`src/rtl/act_requant_pkg.sv`:
```
// Shared definitions for the activation/requantization stage.
package act_requant_pkg;

    // FSM state codes, 4 bits wide to match the conv2d controller encoding.
    typedef enum logic [3:0] {
        S_IDLE  = 4'd0,
        S_RUN   = 4'd1,
        S_DRAIN = 4'd2,
        S_DONE  = 4'd3
    } state_t;

    // Activation mode codes; any other value behaves as identity.
    localparam int ACT_IDENTITY = 0;
    localparam int ACT_RELU     = 1;
    localparam int ACT_LEAKY    = 2;

    // Number of elements streamed through for one job.
    function automatic int unsigned elem_count(int unsigned batch, int unsigned chans,
                                               int unsigned rows, int unsigned cols);
        return batch * chans * rows * cols;
    endfunction

endpackage

```
`src/rtl/act_requant_unit.sv`:
```
// Combinational datapath: activation, round-half-up right shift, signed saturation.
module act_requant_unit
    import act_requant_pkg::*;
#(
    parameter int DATA_WIDTH = 32,
    parameter int ACT_MODE   = 2,
    parameter int NEG_SHIFT  = 3,
    parameter int OUT_SHIFT  = 0,
    parameter int OUT_WIDTH  = 8
) (
    input  logic signed [DATA_WIDTH-1:0] x,
    output logic signed [DATA_WIDTH-1:0] y
);

    // One guard bit so the rounding add can never overflow.
    localparam int W = DATA_WIDTH + 1;

    localparam logic signed [W-1:0] RND =
        (OUT_SHIFT > 0) ? (W'(1) << ((OUT_SHIFT > 0) ? OUT_SHIFT - 1 : 0)) : '0;
    localparam logic signed [W-1:0] MAXV = {{(W + 1 - OUT_WIDTH){1'b0}}, {(OUT_WIDTH - 1){1'b1}}};
    localparam logic signed [W-1:0] MINV = {{(W + 1 - OUT_WIDTH){1'b1}}, {(OUT_WIDTH - 1){1'b0}}};

    logic signed [W-1:0] xe;
    logic signed [W-1:0] a;
    logic signed [W-1:0] sum;
    logic signed [W-1:0] r;

    // Activate, round, then clamp into the OUT_WIDTH signed range.
    always_comb begin
        xe = $signed({x[DATA_WIDTH-1], x});
        a  = xe;
        if (x[DATA_WIDTH-1]) begin
            if (ACT_MODE == ACT_RELU)       a = '0;
            else if (ACT_MODE == ACT_LEAKY) a = xe >>> NEG_SHIFT;
        end
        sum = a + RND;
        r   = sum >>> OUT_SHIFT;
        if (r > MAXV)      y = MAXV[DATA_WIDTH-1:0];
        else if (r < MINV) y = MINV[DATA_WIDTH-1:0];
        else               y = r[DATA_WIDTH-1:0];
    end

endmodule

```
`src/rtl/act_requant.sv`:
```
// Streams a source buffer through activation + requantization into a destination buffer.
module act_requant
    import act_requant_pkg::*;
#(
    parameter int BATCH_SIZE = 1,
    parameter int CHANNELS   = 1,
    parameter int HEIGHT     = 2,
    parameter int WIDTH      = 2,
    parameter int DATA_WIDTH = 32,
    parameter int ADDR_WIDTH = 16,
    parameter int SRC_BASE   = 0,
    parameter int DST_BASE   = 0,
    parameter int ACT_MODE   = 2,
    parameter int NEG_SHIFT  = 3,
    parameter int OUT_SHIFT  = 0,
    parameter int OUT_WIDTH  = 8
) (
    input  logic                  clk,
    input  logic                  rst,
    input  logic                  start,
    output logic                  done,
    output logic                  valid,
    output logic [ADDR_WIDTH-1:0] src_addr,
    input  logic [DATA_WIDTH-1:0] src_data,
    output logic                  src_en,
    output logic [ADDR_WIDTH-1:0] dst_addr,
    output logic [DATA_WIDTH-1:0] dst_data,
    output logic                  dst_we,
    output logic                  dst_en
);

    localparam int unsigned N      = elem_count(BATCH_SIZE, CHANNELS, HEIGHT, WIDTH);
    localparam int          STAGES = 2;

    state_t                 state;
    state_t                 state_nxt;
    logic [31:0]            rd_cnt;
    logic [31:0]            rd_idx;
    // Stage 0 valid is src_en itself; [1] = read data on the bus, [2] = write issued.
    logic [STAGES:1]        vld_pipe;
    logic signed [DATA_WIDTH-1:0] unit_y;

    act_requant_unit #(
        .DATA_WIDTH(DATA_WIDTH),
        .ACT_MODE  (ACT_MODE),
        .NEG_SHIFT (NEG_SHIFT),
        .OUT_SHIFT (OUT_SHIFT),
        .OUT_WIDTH (OUT_WIDTH)
    ) u_unit (
        .x(src_data),
        .y(unit_y)
    );

    // State register.
    always_ff @(posedge clk) begin
        if (rst) state <= S_IDLE;
        else     state <= state_nxt;
    end

    // Next state plus read-side and handshake outputs.
    always_comb begin
        state_nxt = state;
        src_en    = 1'b0;
        src_addr  = '0;
        done      = 1'b0;
        valid     = 1'b0;
        case (state)
            S_IDLE: begin
                if (start) state_nxt = S_RUN;
            end
            S_RUN: begin
                src_en   = 1'b1;
                src_addr = ADDR_WIDTH'(SRC_BASE + rd_cnt);
                if (rd_cnt == N - 1) state_nxt = S_DRAIN;
            end
            S_DRAIN: begin
                // Last read's data is no longer pending once stage 1 empties;
                // its write is on the port this very cycle.
                if (!vld_pipe[1]) state_nxt = S_DONE;
            end
            S_DONE: begin
                done  = 1'b1;
                valid = 1'b1;
                if (!start) state_nxt = S_IDLE;
            end
            default: state_nxt = S_IDLE;
        endcase
    end

    // Read counter: cleared in IDLE, saturates at the last element.
    always_ff @(posedge clk) begin
        if (rst || state == S_IDLE)
            rd_cnt <= '0;
        else if (state == S_RUN && rd_cnt != N - 1)
            rd_cnt <= rd_cnt + 32'd1;
    end

    // Two-stage valid/index pipeline; stage 2 registers the write port.
    always_ff @(posedge clk) begin
        if (rst) begin
            vld_pipe <= '0;
            rd_idx   <= '0;
            dst_addr <= '0;
            dst_data <= '0;
        end else begin
            vld_pipe <= {vld_pipe[STAGES-1:1], src_en};
            rd_idx   <= rd_cnt;
            dst_addr <= vld_pipe[1] ? ADDR_WIDTH'(DST_BASE + rd_idx) : '0;
            dst_data <= vld_pipe[1] ? unit_y : '0;
        end
    end

    assign dst_we = vld_pipe[STAGES];
    assign dst_en = vld_pipe[STAGES];

endmodule

```
`config.mk`:
```
export PLATFORM = sky130hd
export DESIGN_NAME = act_requant
export DESIGN_NICKNAME = d
export VERILOG_FILES = /design/src/rtl/act_requant_pkg.sv /design/src/rtl/act_requant_unit.sv /design/src/rtl/act_requant.sv
export SDC_FILE = /design/constraint.sdc
export NUM_CORES = 1
export LEC_CHECK = 0
export ABC_CLOCK_PERIOD_IN_PS = 1900
export CORE_UTILIZATION = 44
export CTS_CLUSTER_DIAMETER = 60
export DETAILED_ROUTE_END_ITERATION = 8
export PLACE_DENSITY = 0.76
export REMOVE_ABC_BUFFERS = 1
export SLEW_MARGIN = 20
export SYNTH_ARGS = -nofsm -noshare
export SYNTH_HDL_FRONTEND = slang
export SYNTH_HIERARCHICAL = 1
export SYNTH_SLANG_ARGS = --single-unit
```
`constraint.sdc`:
```
create_clock -name clk -period 1.9 [get_ports clk]
set_input_delay 0.19 -clock clk [delete_from_list [all_inputs] [get_ports clk]]
set_output_delay 0.19 -clock clk [all_outputs]
set_load 0.1 [all_outputs]
```
==> results.json <==
{
  "reg2reg_depth": 9,
  "ys_seq_elements": 100,
  "via_per_inst": 5.43,
  "fin_nets": 653,
  "holdPathStages": 4,
  "first_iter_violations": 165,
  "cp-startpoint": "src_data[18]",
  "rsz0062_at_grt": "yes",
  "synthCells": 457,
  "cts_buffer_depth": 2,
  "synth_edf_count": 0,
  "regToRegSetupSlack_ns": 0.05,
  "regArea_sq_mm": 0.00201,
  "busiest_layer": "met2",
  "finalMaxSlewViolations": 0,
  "placed_area_sq_mm": 0.00572,
  "finClkSkew_ns": 0.0107,
  "core_sq_mm": 0.00915,
  "ys_top_cells_by_count": "dfxtp_1, and2_1, nor2_1, a21oi_1, o21ai_0",
  "synth_ff_type": "dfxtp_1",
  "worstPathArrival_ns": 2.19,
  "hold_viol": 0,
  "crit_fanout": 5,
  "cts_buffers": 9,
  "relSlewSlack": 0.751,
  "cap_violations": 0,
  "criticalPathCategory": "in2reg",
  "ys_warn_count": 6,
  "drt_pass1_iterations": 5,
  "area_growth_pct": 45.3,
  "grt_pass1_vias": 3803,
  "min_from": "src_data[24]",
  "postSynth.asyncResetShare": 0,
  "synth_top_area_share": 0.484,
  "synth_area_per_cell_sq_um": 9.05,
  "clk_pin_slew_ns": 0.09,
  "worstHoldEndpoint": "dst_data[21]",
  "worstPathRequired_ns": 2.20,
  "diodes": 0,
  "fin_crit_ns": 1.89,
  "track_usage": 0.226,
  "route.detailed.drc": 0,
  "cts_tree": "yes",
  "powerDensity_mw_per_mm2": 842,
  "fillers": 730,
  "setup_viol": 0,
  "io_pins": 104,
  "cts-htree-levels": 3,
  "grt_max_degree": 50,
  "cts_num_sinks": 100,
  "ir_worst_vdd_mv": 0.415,
  "ctsHoldBuffers": 0,
  "wl_per_cell_microns": 15.6,
  "crit-reg2reg-launch": "rd_cnt[1]",
  "start_kind": "input port",
  "grt_use_met1": 0.269,
  "gp_congestion": 0.895,
  "ys_seq_area_frac": 0.484,
  "ys_types": 44,
  "worstReg2RegEnd": "rd_cnt[30]",
  "wirelength_microns": 11300,
  "overflow": 0,
  "cp-end-kind": "flip-flop",
  "drive_gt1_frac": 0.331,
  "post-dp-hpwl_microns": 7970,
  "synth_top_area_cell": "dfxtp_1",
  "io_buffers": 103,
  "hold_ws_ns": 0.275,
  "fmaxAchievable_mhz": 530,
  "die_w_microns": 98.9,
  "outcome": "finished, final reports clean",
  "globalRouteMet3Util": 0.0489,
  "antenna_found_initial": 0,
  "die-area_sq_mm": 0.00979,
  "postLayoutCellArea_sq_mm": 0.00601,
  "ant_nets": 0,
  "row_count": 35,
  "hp-class": "in2reg",
  "timing.final.crit_share": 0.993,
  "start_util": 0.452,
  "multi_input_area_sq_mm": 0.00211,
  "synth_area_leaders": "dfxtp_1, and2_1, a21oi_1, nor2_1, or3_1",
  "grt_pass1_wl_microns": 17700,
  "syn-cell-area_sq_mm": 0.00413,
  "clk_latency_ns": 0.36,
  "power.leakage_nw": 2.47,
  "root_buffer": "clkbuf_8",
  "dieHeight_microns": 98.9,
  "tightest_slew_ns": 0.373,
  "met2_usage": 0.386,
  "synth_most_common_cell": "dfxtp_1",
  "vias": 3950
}
-- metrics by stage --
stage                util  TNS [ns]  worst slack, ns  std cells  power, mW
floorplan               -    -36.75            -1.01        432       3.18
detailed placement  0.624    -16.34           -0.701        706       3.73
finish              0.656         0           0.0134        727       5.06
global route        0.656   -0.0553          -0.0241        727       5.27
global placement    0.624    -15.88           -0.679        706       3.69
CTS                 0.647         0         0.000967        726       5.08
-- cell families (layout without fill, tap and decap cells) --
family                     Yosys count  count (layout)  synth area share
muxes                                1               1           0.00242
buffers and inverters               35             194            0.0378
adders and majority gates            6               6            0.0182
and+or+nand+nor                    212             212             0.297
xor gates and xnor gates             9               9            0.0191
DFF                                100             100             0.484
AOI/OAI and AO/OA                   94              94             0.141
-- how the worst max path moves through the flow --
stage	slack (ns)	endpoint	cells after the start
final	0.01	dst_data[24]	9
after global routing	-0.02	rd_cnt[6]	6
after CTS	0.001	dst_data[24]	11
after detailed placement	-0.70	dst_data[24]	11
after global placement	-0.68	dst_data[25]	11
after floorplan	-1.01	rd_cnt[4]	6
-- worst max-delay path, stage by stage --
cell and delay (ns):
clkdlybuf4s50_1 0.54, nand4_1 0.12, ha_1 0.33, nor2_2 0.05, or3_4 0.35, o31ai_4 0.21, buf_6 0.14, o21a_1 0.11
and2_1 0.13
-- flip-flops by register name, indices dropped and copies added, names as in the netlist --
name      cells
dst_addr     16
dst_data     32
rd_cnt       32
rd_idx       16
state         2
vld_pipe      2
-- report_power, final --
| part | internal (mW) | total (mW) | switching (mW) | leakage, nW |
|---|---|---|---|---|
| logic | 0.500 | 1.55 | 1.05 | 1.56 |
| clock network | 0.502 | 1.27 | 0.773 | 0.0941 |
| registers | 2.18 | 2.23 | 0.0490 | 0.809 |
| total | 3.18 | 5.06 | 1.87 | 2.47 |
-- cell usage in the layout (no fill, tap or decap), types with 3 or more instances in the layout --
cell type        synthesis  layout
nand3_1                  8       8
nor4_2                   0       4
o21ai_0                 21      21
buf_2                    2      12
ha_1                     6       4
inv_1                   10       9
xor2_1                   7       7
dlygate4sd2_1            0       4
a21oi_2                  0       3
nor2_2                   1       3
o31ai_1                  7       5
a22oi_1                  4       4
or3_1                   18      17
or2_2                    3       3
nor2_1                  38      36
a21oi_1                 29      26
clkbuf_2                 0       4
nand2_1                 20      19
dfxtp_2                  0       5
nand4_1                 14      14
o21a_1                   6       6
clkbuf_8                 0       9
buf_4                    4     112
o22ai_1                 14      14
nor4_1                  13       9
o211ai_1                 5       5
buf_12                   0      20
nor2b_1                 17      16
clkdlybuf4s50_1          0      14
or4_1                    5       4
and2_1                  63      61
dfxtp_1                100      95
and3_1                   3       3
-- metal layers --
metal  wire length (microns)  up-vias
li1                        -     1913
met1                    4670     1862
met2                    5540      146
met3                     778       29
met4                     329        0
met5                       0        -
-- cell type report --
| cell class | count | share of cell area |
|---|---|---|
| Sequential cell | 100 | 0.334 |
| Multi-Input combinational cell | 322 | 0.351 |
| Inverter | 10 | 0.00625 |
| Clock inverter | 6 | 0.00958 |
| Tap cell | 111 | 0.0231 |
| Clock buffer | 9 | 0.0206 |
| Timing Repair Buffer | 169 | 0.255 |
-- repair_timing --
item | 4_1_cts | 5_1_grt
buffers inserted | 5 | 1
gates resized for setup | 71 | 28
endpoints found under the setup margin | 61 | 31
pin swaps | 11 | 14
No activity file was read; power rests on OpenSTA's default activity.
